File: src/rtl/cg_pkg.sv
// -----------------------------------------------------------------------------
// cg_pkg
// Shared definitions for the CG read sequencer slice: FSM state encoding,
// pass_id codes, default sizing parameters and a small state-to-pass_id
// decoder used by the top level.
// No ports (package).
// -----------------------------------------------------------------------------
package cg_pkg;

    localparam int DEFAULT_NUMBER_OF_CLUSTERS        = 40;
    localparam int DEFAULT_MEMORY_READ_ADDRESS_WIDTH = 20;
    localparam int DEFAULT_ITERATION_WIDTH           = 16;
    localparam int DEFAULT_MAX_ITERATIONS            = 1000;

    // 3-bit state encoding, also exported on the debug port.
    typedef enum logic [2:0] {
        S_IDLE    = 3'd0,
        S_PASS1   = 3'd1,
        S_WAIT1   = 3'd2,
        S_PASS2   = 3'd3,
        S_WAIT2   = 3'd4,
        S_PASS3   = 3'd5,
        S_WAIT_IT = 3'd6,
        S_DONE    = 3'd7
    } state_t;

    localparam logic [1:0] PASS_ID_NONE = 2'd0;
    localparam logic [1:0] PASS_ID_1    = 2'd1;
    localparam logic [1:0] PASS_ID_2    = 2'd2;
    localparam logic [1:0] PASS_ID_3    = 2'd3;

    // Only the three streaming states carry a non-zero pass id; waits,
    // idle and done all report 0.
    function automatic logic [1:0] pass_id_of(input state_t s);
        case (s)
            S_PASS1: return PASS_ID_1;
            S_PASS2: return PASS_ID_2;
            S_PASS3: return PASS_ID_3;
            default: return PASS_ID_NONE;
        endcase
    endfunction

endpackage

File: src/rtl/cg_read_sequencer_if.sv
// -----------------------------------------------------------------------------
// cg_read_sequencer_if
// Bundles the control handshakes from the ALU and the read-side outputs of
// the sequencer.
//   slave  modport : the sequencer (consumes start/handshakes, drives bus)
//   master modport : the ALU wrapper / environment
// Signals:
//   start_cg, read_again, read_again_2, finish_iteration, finish : in pulses
//   memoryR_read_address, mem_re, memoryRprev_we, pass_id,
//   iteration_count, busy, done, state_dbg                        : outputs
//
// Handshake semantics: every control input is a single-cycle pulse sampled
// on the rising clock edge; there is no valid/ready back-pressure. A pulse
// is acted on only in the state that expects it (or latched as pending while
// the matching pass is still streaming) and is otherwise dropped.
// -----------------------------------------------------------------------------
interface cg_read_sequencer_if #(
    parameter int memory_read_address_width = cg_pkg::DEFAULT_MEMORY_READ_ADDRESS_WIDTH,
    parameter int iteration_width           = cg_pkg::DEFAULT_ITERATION_WIDTH
);
    import cg_pkg::*;

    logic                                 start_cg;
    logic                                 read_again;
    logic                                 read_again_2;
    logic                                 finish_iteration;
    logic                                 finish;

    logic [memory_read_address_width-1:0] memoryR_read_address;
    logic                                 mem_re;
    logic                                 memoryRprev_we;
    logic [1:0]                           pass_id;
    logic [iteration_width-1:0]           iteration_count;
    logic                                 busy;
    logic                                 done;
    state_t                               state_dbg;

    modport slave (
        input  start_cg, read_again, read_again_2, finish_iteration, finish,
        output memoryR_read_address, mem_re, memoryRprev_we, pass_id,
               iteration_count, busy, done, state_dbg
    );

    modport master (
        output start_cg, read_again, read_again_2, finish_iteration, finish,
        input  memoryR_read_address, mem_re, memoryRprev_we, pass_id,
               iteration_count, busy, done, state_dbg
    );

endinterface

File: src/rtl/cg_addr_counter.sv
// -----------------------------------------------------------------------------
// cg_addr_counter
// Cluster address counter shared by all three read passes.
// Ports:
//   clk, reset (sync, active-low)
//   clear  : load 0 (wins over enable)
//   enable : increment by one
//   count  : current address
//   tc     : count is at the last cluster (number_of_clusters-1)
// -----------------------------------------------------------------------------
module cg_addr_counter #(
    parameter int number_of_clusters = cg_pkg::DEFAULT_NUMBER_OF_CLUSTERS,
    parameter int width              = cg_pkg::DEFAULT_MEMORY_READ_ADDRESS_WIDTH
) (
    input  logic             clk,
    input  logic             reset,
    input  logic             clear,
    input  logic             enable,
    output logic [width-1:0] count,
    output logic             tc
);

    localparam logic [width-1:0] LAST = width'(number_of_clusters - 1);

    logic [width-1:0] count_q;
    logic [width-1:0] count_d;

    always_comb begin
        count_d = count_q;
        if (clear) begin
            count_d = '0;
        end else if (enable) begin
            count_d = count_q + width'(1);
        end
    end

    always_ff @(posedge clk) begin
        if (!reset) begin
            count_q <= '0;
        end else begin
            count_q <= count_d;
        end
    end

    assign count = count_q;
    assign tc    = (count_q == LAST);

endmodule

File: src/rtl/cg_read_sequencer.sv
// -----------------------------------------------------------------------------
// cg_read_sequencer
// Per CG iteration, streams cluster addresses 0..number_of_clusters-1 to the
// A/P/R/X memories in three passes (mXv1, update, rKold_prev capture),
// advancing between passes on the ALU handshakes and stopping on finish or
// on the iteration limit.
// Ports:
//   clk   : clock
//   reset : synchronous, active-low
//   bus   : cg_read_sequencer_if.slave (handshakes in, read bus/status out)
// -----------------------------------------------------------------------------
module cg_read_sequencer
    import cg_pkg::*;
#(
    parameter int number_of_clusters        = DEFAULT_NUMBER_OF_CLUSTERS,
    parameter int memory_read_address_width = DEFAULT_MEMORY_READ_ADDRESS_WIDTH,
    parameter int iteration_width           = DEFAULT_ITERATION_WIDTH,
    parameter int max_iterations            = DEFAULT_MAX_ITERATIONS
) (
    input logic                  clk,
    input logic                  reset,
    cg_read_sequencer_if.slave   bus
);

    localparam logic [iteration_width-1:0] MAX_IT = iteration_width'(max_iterations);

    state_t                               state_q, state_d;
    logic                                 pend1_q, pend1_d;
    logic                                 pend2_q, pend2_d;
    logic                                 pend3_q, pend3_d;
    logic [iteration_width-1:0]           iter_q, iter_d;
    logic [iteration_width-1:0]           iter_inc;
    logic [1:0]                           pass_id_q, pass_id_d;
    logic                                 we_q, we_d;

    logic                                 in_pass;
    logic                                 cnt_clear;
    logic                                 cnt_enable;
    logic                                 cnt_tc;
    logic [memory_read_address_width-1:0] cnt_value;

    assign in_pass = (state_q == S_PASS1) || (state_q == S_PASS2) ||
                     (state_q == S_PASS3);

    // Saturating increment; unreachable while max_iterations fits the width.
    assign iter_inc = (iter_q == '1) ? iter_q : iter_q + iteration_width'(1);

    always_comb begin
        state_d    = state_q;
        pend1_d    = pend1_q;
        pend2_d    = pend2_q;
        pend3_d    = pend3_q;
        iter_d     = iter_q;

        case (state_q)
            S_IDLE, S_DONE: begin
                if (bus.start_cg) begin
                    state_d = S_PASS1;
                    iter_d  = '0;
                end
            end
            S_PASS1: begin
                if (bus.read_again) pend1_d = 1'b1;
                if (cnt_tc)         state_d = S_WAIT1;
            end
            S_WAIT1: begin
                if (bus.read_again || pend1_q) begin
                    state_d = S_PASS2;
                    pend1_d = 1'b0;
                end
            end
            S_PASS2: begin
                if (bus.read_again_2) pend2_d = 1'b1;
                if (cnt_tc)           state_d = S_WAIT2;
            end
            S_WAIT2: begin
                if (bus.read_again_2 || pend2_q) begin
                    state_d = S_PASS3;
                    pend2_d = 1'b0;
                end
            end
            S_PASS3: begin
                if (bus.finish_iteration) pend3_d = 1'b1;
                if (cnt_tc)               state_d = S_WAIT_IT;
            end
            S_WAIT_IT: begin
                if (bus.finish_iteration || pend3_q) begin
                    pend3_d = 1'b0;
                    iter_d  = iter_inc;
                    state_d = (iter_inc == MAX_IT) ? S_DONE : S_PASS1;
                end
            end
            default: state_d = S_IDLE;
        endcase

        // Convergence overrides everything decided above, including an
        // iteration increment from a simultaneous finish_iteration.
        if (bus.finish && (state_q != S_IDLE)) begin
            state_d = S_DONE;
            iter_d  = iter_q;
            pend1_d = 1'b0;
            pend2_d = 1'b0;
            pend3_d = 1'b0;
        end

        // Restart the address on entry to any pass and park it at 0 in DONE;
        // entering a WAIT leaves the last address on the bus.
        cnt_clear  = (state_d != state_q) &&
                     ((state_d == S_PASS1) || (state_d == S_PASS2) ||
                      (state_d == S_PASS3) || (state_d == S_DONE));
        cnt_enable = in_pass && !cnt_tc;

        // rKold_prev write trails the pass-3 read by the memory latency.
        we_d      = (state_q == S_PASS3);
        pass_id_d = pass_id_of(state_d);
    end

    always_ff @(posedge clk) begin
        if (!reset) begin
            state_q   <= S_IDLE;
            pend1_q   <= 1'b0;
            pend2_q   <= 1'b0;
            pend3_q   <= 1'b0;
            iter_q    <= '0;
            pass_id_q <= PASS_ID_NONE;
            we_q      <= 1'b0;
        end else begin
            state_q   <= state_d;
            pend1_q   <= pend1_d;
            pend2_q   <= pend2_d;
            pend3_q   <= pend3_d;
            iter_q    <= iter_d;
            pass_id_q <= pass_id_d;
            we_q      <= we_d;
        end
    end

    cg_addr_counter #(
        .number_of_clusters (number_of_clusters),
        .width              (memory_read_address_width)
    ) u_addr_counter (
        .clk    (clk),
        .reset  (reset),
        .clear  (cnt_clear),
        .enable (cnt_enable),
        .count  (cnt_value),
        .tc     (cnt_tc)
    );

    assign bus.memoryR_read_address = cnt_value;
    assign bus.mem_re               = in_pass;
    assign bus.memoryRprev_we       = we_q;
    assign bus.pass_id              = pass_id_q;
    assign bus.iteration_count      = iter_q;
    assign bus.busy                 = (state_q != S_IDLE) && (state_q != S_DONE);
    assign bus.done                 = (state_q == S_DONE);
    assign bus.state_dbg            = state_q;

endmodule

File: src/flat_wrapper.sv
// flat-port wrapper written by rule: the top's interface ports become plain ports
module cg_read_sequencer_flat import cg_pkg::*;
#(
    parameter int number_of_clusters        = DEFAULT_NUMBER_OF_CLUSTERS,
    parameter int memory_read_address_width = DEFAULT_MEMORY_READ_ADDRESS_WIDTH,
    parameter int iteration_width           = DEFAULT_ITERATION_WIDTH,
    parameter int max_iterations            = DEFAULT_MAX_ITERATIONS
)
  (clk, reset, bus_start_cg, bus_read_again, bus_read_again_2, bus_finish_iteration, bus_finish, bus_memoryR_read_address, bus_mem_re, bus_memoryRprev_we, bus_pass_id, bus_iteration_count, bus_busy, bus_done, bus_state_dbg);
  cg_read_sequencer_if #(.memory_read_address_width(memory_read_address_width), .iteration_width(iteration_width)) bus_i ();
  input logic clk;
  input logic reset;
  input wire logic [$bits(bus_i.start_cg)-1:0] bus_start_cg;
  input wire logic [$bits(bus_i.read_again)-1:0] bus_read_again;
  input wire logic [$bits(bus_i.read_again_2)-1:0] bus_read_again_2;
  input wire logic [$bits(bus_i.finish_iteration)-1:0] bus_finish_iteration;
  input wire logic [$bits(bus_i.finish)-1:0] bus_finish;
  output wire logic [$bits(bus_i.memoryR_read_address)-1:0] bus_memoryR_read_address;
  output wire logic [$bits(bus_i.mem_re)-1:0] bus_mem_re;
  output wire logic [$bits(bus_i.memoryRprev_we)-1:0] bus_memoryRprev_we;
  output wire logic [$bits(bus_i.pass_id)-1:0] bus_pass_id;
  output wire logic [$bits(bus_i.iteration_count)-1:0] bus_iteration_count;
  output wire logic [$bits(bus_i.busy)-1:0] bus_busy;
  output wire logic [$bits(bus_i.done)-1:0] bus_done;
  output wire logic [$bits(bus_i.state_dbg)-1:0] bus_state_dbg;
  assign bus_i.start_cg = bus_start_cg;
  assign bus_i.read_again = bus_read_again;
  assign bus_i.read_again_2 = bus_read_again_2;
  assign bus_i.finish_iteration = bus_finish_iteration;
  assign bus_i.finish = bus_finish;
  assign bus_memoryR_read_address = bus_i.memoryR_read_address;
  assign bus_mem_re = bus_i.mem_re;
  assign bus_memoryRprev_we = bus_i.memoryRprev_we;
  assign bus_pass_id = bus_i.pass_id;
  assign bus_iteration_count = bus_i.iteration_count;
  assign bus_busy = bus_i.busy;
  assign bus_done = bus_i.done;
  assign bus_state_dbg = bus_i.state_dbg;
  cg_read_sequencer #(.number_of_clusters(number_of_clusters), .memory_read_address_width(memory_read_address_width), .iteration_width(iteration_width), .max_iterations(max_iterations)) u_core (.clk(clk), .reset(reset), .bus(bus_i));
endmodule
File: config.mk
export PLATFORM = sky130hd
export DESIGN_NAME = cg_read_sequencer_flat
export DESIGN_NICKNAME = d
export VERILOG_FILES = /design/src/rtl/cg_pkg.sv /design/src/rtl/cg_read_sequencer_if.sv /design/src/rtl/cg_addr_counter.sv /design/src/rtl/cg_read_sequencer.sv /design/src/flat_wrapper.sv
export SDC_FILE = /design/constraint.sdc
export NUM_CORES = 1
export LEC_CHECK = 0
export CAP_MARGIN = 40
export CORE_MARGIN = 3
export CORE_UTILIZATION = 45
export DETAILED_ROUTE_END_ITERATION = 7
export PLACE_DENSITY = 0.71
export SLEW_MARGIN = 10
export SYNTH_ARGS = -nofsm -noshare
export SYNTH_HDL_FRONTEND = slang
export SYNTH_SLANG_ARGS = --single-unit
export TNS_END_PERCENT = 100
File: constraint.sdc
create_clock -name clk -period 3 [get_ports clk]
set_input_delay 0.3 -clock clk [delete_from_list [all_inputs] [get_ports clk]]
set_output_delay 0.3 -clock clk [all_outputs]
set_load 0.01 [all_outputs]
==> metrics.md <==
| Metric | Value |
|---|---|
| Status | finished, final reports clean |
| CP Capture Type | flop |
| Detail Route Antenna Nets | 0 |
| Non-filler cells, final | 454 |
| Cell Area, Synth | 0.00256 mm² |
| Post-synthesis sequential area ratio | 0.352 |
| Area of the multi-input gates | around 0.0015 mm² |
| Final Cell Area | 0.00321 mm² |
| Worst vdd ir | 0.349 mV |
| Grt total ovfl | 0 |
| Worst-Skew Late Latency | 0.30 ns |
| PnR Total Power | 1.59 mW |
| CTS resizes | 0 |
| CP peak stage delay | 0.65 ns |
| RSZ-0062 raised after global routing | no |
| Switching Power | approximately 0.57 mW |
| Clock slew at reported path FFs | 0.08 ns |
| # Post-CTS Setup Buffers | 0 |
| Hold buffer count at CTS | 0 |
| WP data arrival | roughly 2.8 ns |
| Net count, final | 392 |
| Layout fillers | 504 |
| CP Buf/Inv Count | 0 |
| Post-detail-place hpwl | between 4 and 5 mm |
| Chip Height | roughly 81 µm |
| FF-to-FF Start | u_core.bus.iteration_count[0] |
| Worst path slowest cell | or4_4 |
| Top_reg_cell synth | dfxtp_1 |
| Synth Area per Inst | approximately 7.6 µm² |
| Diodes inserted | 0 |
| HP Class | flop to flop |
| CTS Buf Count | 5 |
| Vias post-DR | 2582 |
| Longest Clk Path Bufs | 2 |
| Finish-stage setup viols | 0 |
| Die area | 0.00664 mm² |
| CP delay by family, top | simple AND/OR/NAND/NOR gates |
| Routed vias/inst | 5.69 |
| Starting density of the core | 0.483 |
| Max Cap Viol | 0 |
| Routability congestion estimate | between 0.9 and 1 |
| IO Pins | 52 |
| EDFF count, synth | 0 |
| Final design utilization | 0.605 |
| Vias in the first global route | 2327 |
| Largest fanout on the critical path | 14 |
| Hold Crit Start | u_core.u_addr_counter.count[1] |
| Clock root buffer | clkbuf_8 |
| Reg area | 901 µm² |
| Async S/R FF share, synth | 0 |
| Syn Nets | 345 |
| Crit Path Category | flop to flop |
| First-pass GRT wire length | roughly 12 mm |
| Int Pwr | 1.01 mW |
| Comb pwr share | 0.322 |
| Peak Freq | about 380 MHz |
| Commonest non-fill, non-tap cell in the layout | nor2_1 |
| Leak | 1.07 nW |
| Hold_ws | between 0.5 and 0.6 ns |
| Yosys warns | 0 |
| Post-Synthesis Cells | about 340 |
| Final Hold Viols | 0 |
| Place WS | 0.408 ns |
| P&R area growth vs syn | 25.1% |
| Fin crit share | 0.870 |
| Layout cells sized above 1 | 0.0599 |
| Total Wirelength | ~6.8 mm |
| Clock Sink Count | 45 |
| Post-synth cell types | 57 |
| Iter 0 DRT Violations | 231 |
| Relative slew slack | 0.591 |
| Worst Path Required | approximately 3.2 ns |
| CP Launch Type | flop |
| Placed cell area | 0.00312 mm² |
| Core area | 0.00530 mm² |
| Die W | 81.5 µm |
| Most frequent cells in the layout | nor2_1, clkdlybuf4s50_1, dfxtp_1, nand2_1, a21oi_1 |
| Antenna violations before repair | 0 |
| Sequential power share | 0.446 |
| DR pass1 iterations | 5 |
| GRT Resource Usage Total | 0.219 |
| Most used cell, CP | o31a_1 |
| WL per Instance | 14.9 µm |
| Period minus WS final | about 2.6 ns |
| CTS tree | built |
| Total Negative Setup Slacks | 0 ns |
| Pwr dens | 494 mW/mm² |
| DR DRC count | 0 |
| CTS H-tree lvls | 2 |
| Number of cell rows | 26 |
| Worst Setup SP | u_core.bus.iteration_count[0] |
| Worst-margin pin slew | 0.614 ns |
| Sw frac | 0.362 |
| Largest net degree at the start of global routing | 21 |
| IO Port Bufs | 51 |
| Placed cells | 446 |
| Crit path cell chain | ha_1 > nand4_1 > or4_4 > and3_1 > o2111ai_1 > o31a_1 > a21oi_2 > o31a_1 |
| Final setup margin | 0.390 ns |
| Synthesized flop and latch total | 45 |
| Final Max Tran Viols | 0 |
| Clock power frac | 0.232 |
| Worst Skew | ~0.006 ns |
==> cells in the mapped netlist (all sizes together) (5+ instances only) <==
library cell,instances,share of area
a22oi,5,0.015
o21ai,23,0.046
nor3,11,0.021
a21oi,25,0.052
buf,9,0.019
nand4,10,0.030
clkbuf,7,0.010
nor2,56,0.082
and3,8,0.020
dfxtp,45,0.35
inv,10,0.015
nand2,31,0.045
xor2,16,0.055
xnor2,5,0.017
nand3,21,0.041
==> flip-flops by register name, indices dropped and copies added, names as in the netlist <==
register / cells
u_core.u_addr_counter.count: 20
u_core.bus.memoryRprev_we: 1
u_core.pend1_q: 1
u_core.bus.state_dbg: 3
u_core.pend3_q: 1
u_core.bus.pass_id: 2
u_core.pend2_q: 1
u_core.bus.iteration_count: 16
==> power by group through the flow <==
stage	clock network [mW]	registers, mW	logic (mW)
2_1_floorplan	0	0.695	0.338
3_3_place_gp	0	0.717	0.503
3_5_place_dp	0	0.719	0.509
4_1_cts	0.384	0.705	0.513
5_1_grt	0.403	0.717	0.574
6_report	0.368	0.707	0.511
==> layer usage <==
metal | up-vias | part of all wire | routed length, µm | global-route usage
li1 | 1300 | - | - | -
met1 | 1203 | 0.51 | 3470 | 0.336
met2 | 75 | 0.43 | 2900 | 0.316
met3 | 4 | 0.054 | 365 | 0.0439
met4 | 0 | 0.0071 | 48 | 0.0439
met5 | - | 0 | 0 | 0
==> cell families after synthesis <==
family                   synth area share
adder cells (fa/ha/maj)           0.00976
flip-flops                          0.352
multiplexers                      0.00781
XOR/XNOR                           0.0718
AO/OA/AOI/OAI                       0.197
buffers and inverters              0.0449
AND/OR/NAND/NOR                     0.317
==> layout make-up <==
cell class	count	share of cell area
Inverter	11	0.0129
Timing Repair Buffer	56	0.171
Multi-Input combinational cell	264	0.482
Tap cell	70	0.0273
Sequential cell	45	0.281
Clock buffer	6	0.0226
Clock inverter	2	0.00312
==> path summary, 6_finish.rpt <==
| path | slack (ns) | cells past startpoint | endpoint |
|---|---|---|---|
| worst max-delay path | 0.39 | 8 | u_core.bus.state_dbg[1] |
| worst min-delay path | 0.52 | 2 | u_core.u_addr_counter.count[1] |
| worst max register to register | 0.39 | 8 | u_core.bus.state_dbg[1] |
| worst min register to register | 0.52 | 2 | u_core.u_addr_counter.count[1] |
==> worst reg2reg max path, stage by stage, from the launching register on <==
cell       delay (ns)
dfxtp_1          0.43
ha_1             0.34
nand4_1          0.16
or4_4            0.66
and3_1           0.23
o2111ai_1        0.17
o31a_1           0.18
a21oi_2          0.07
o31a_1           0.27
Note: power is estimated with default switching activity, not from simulation.
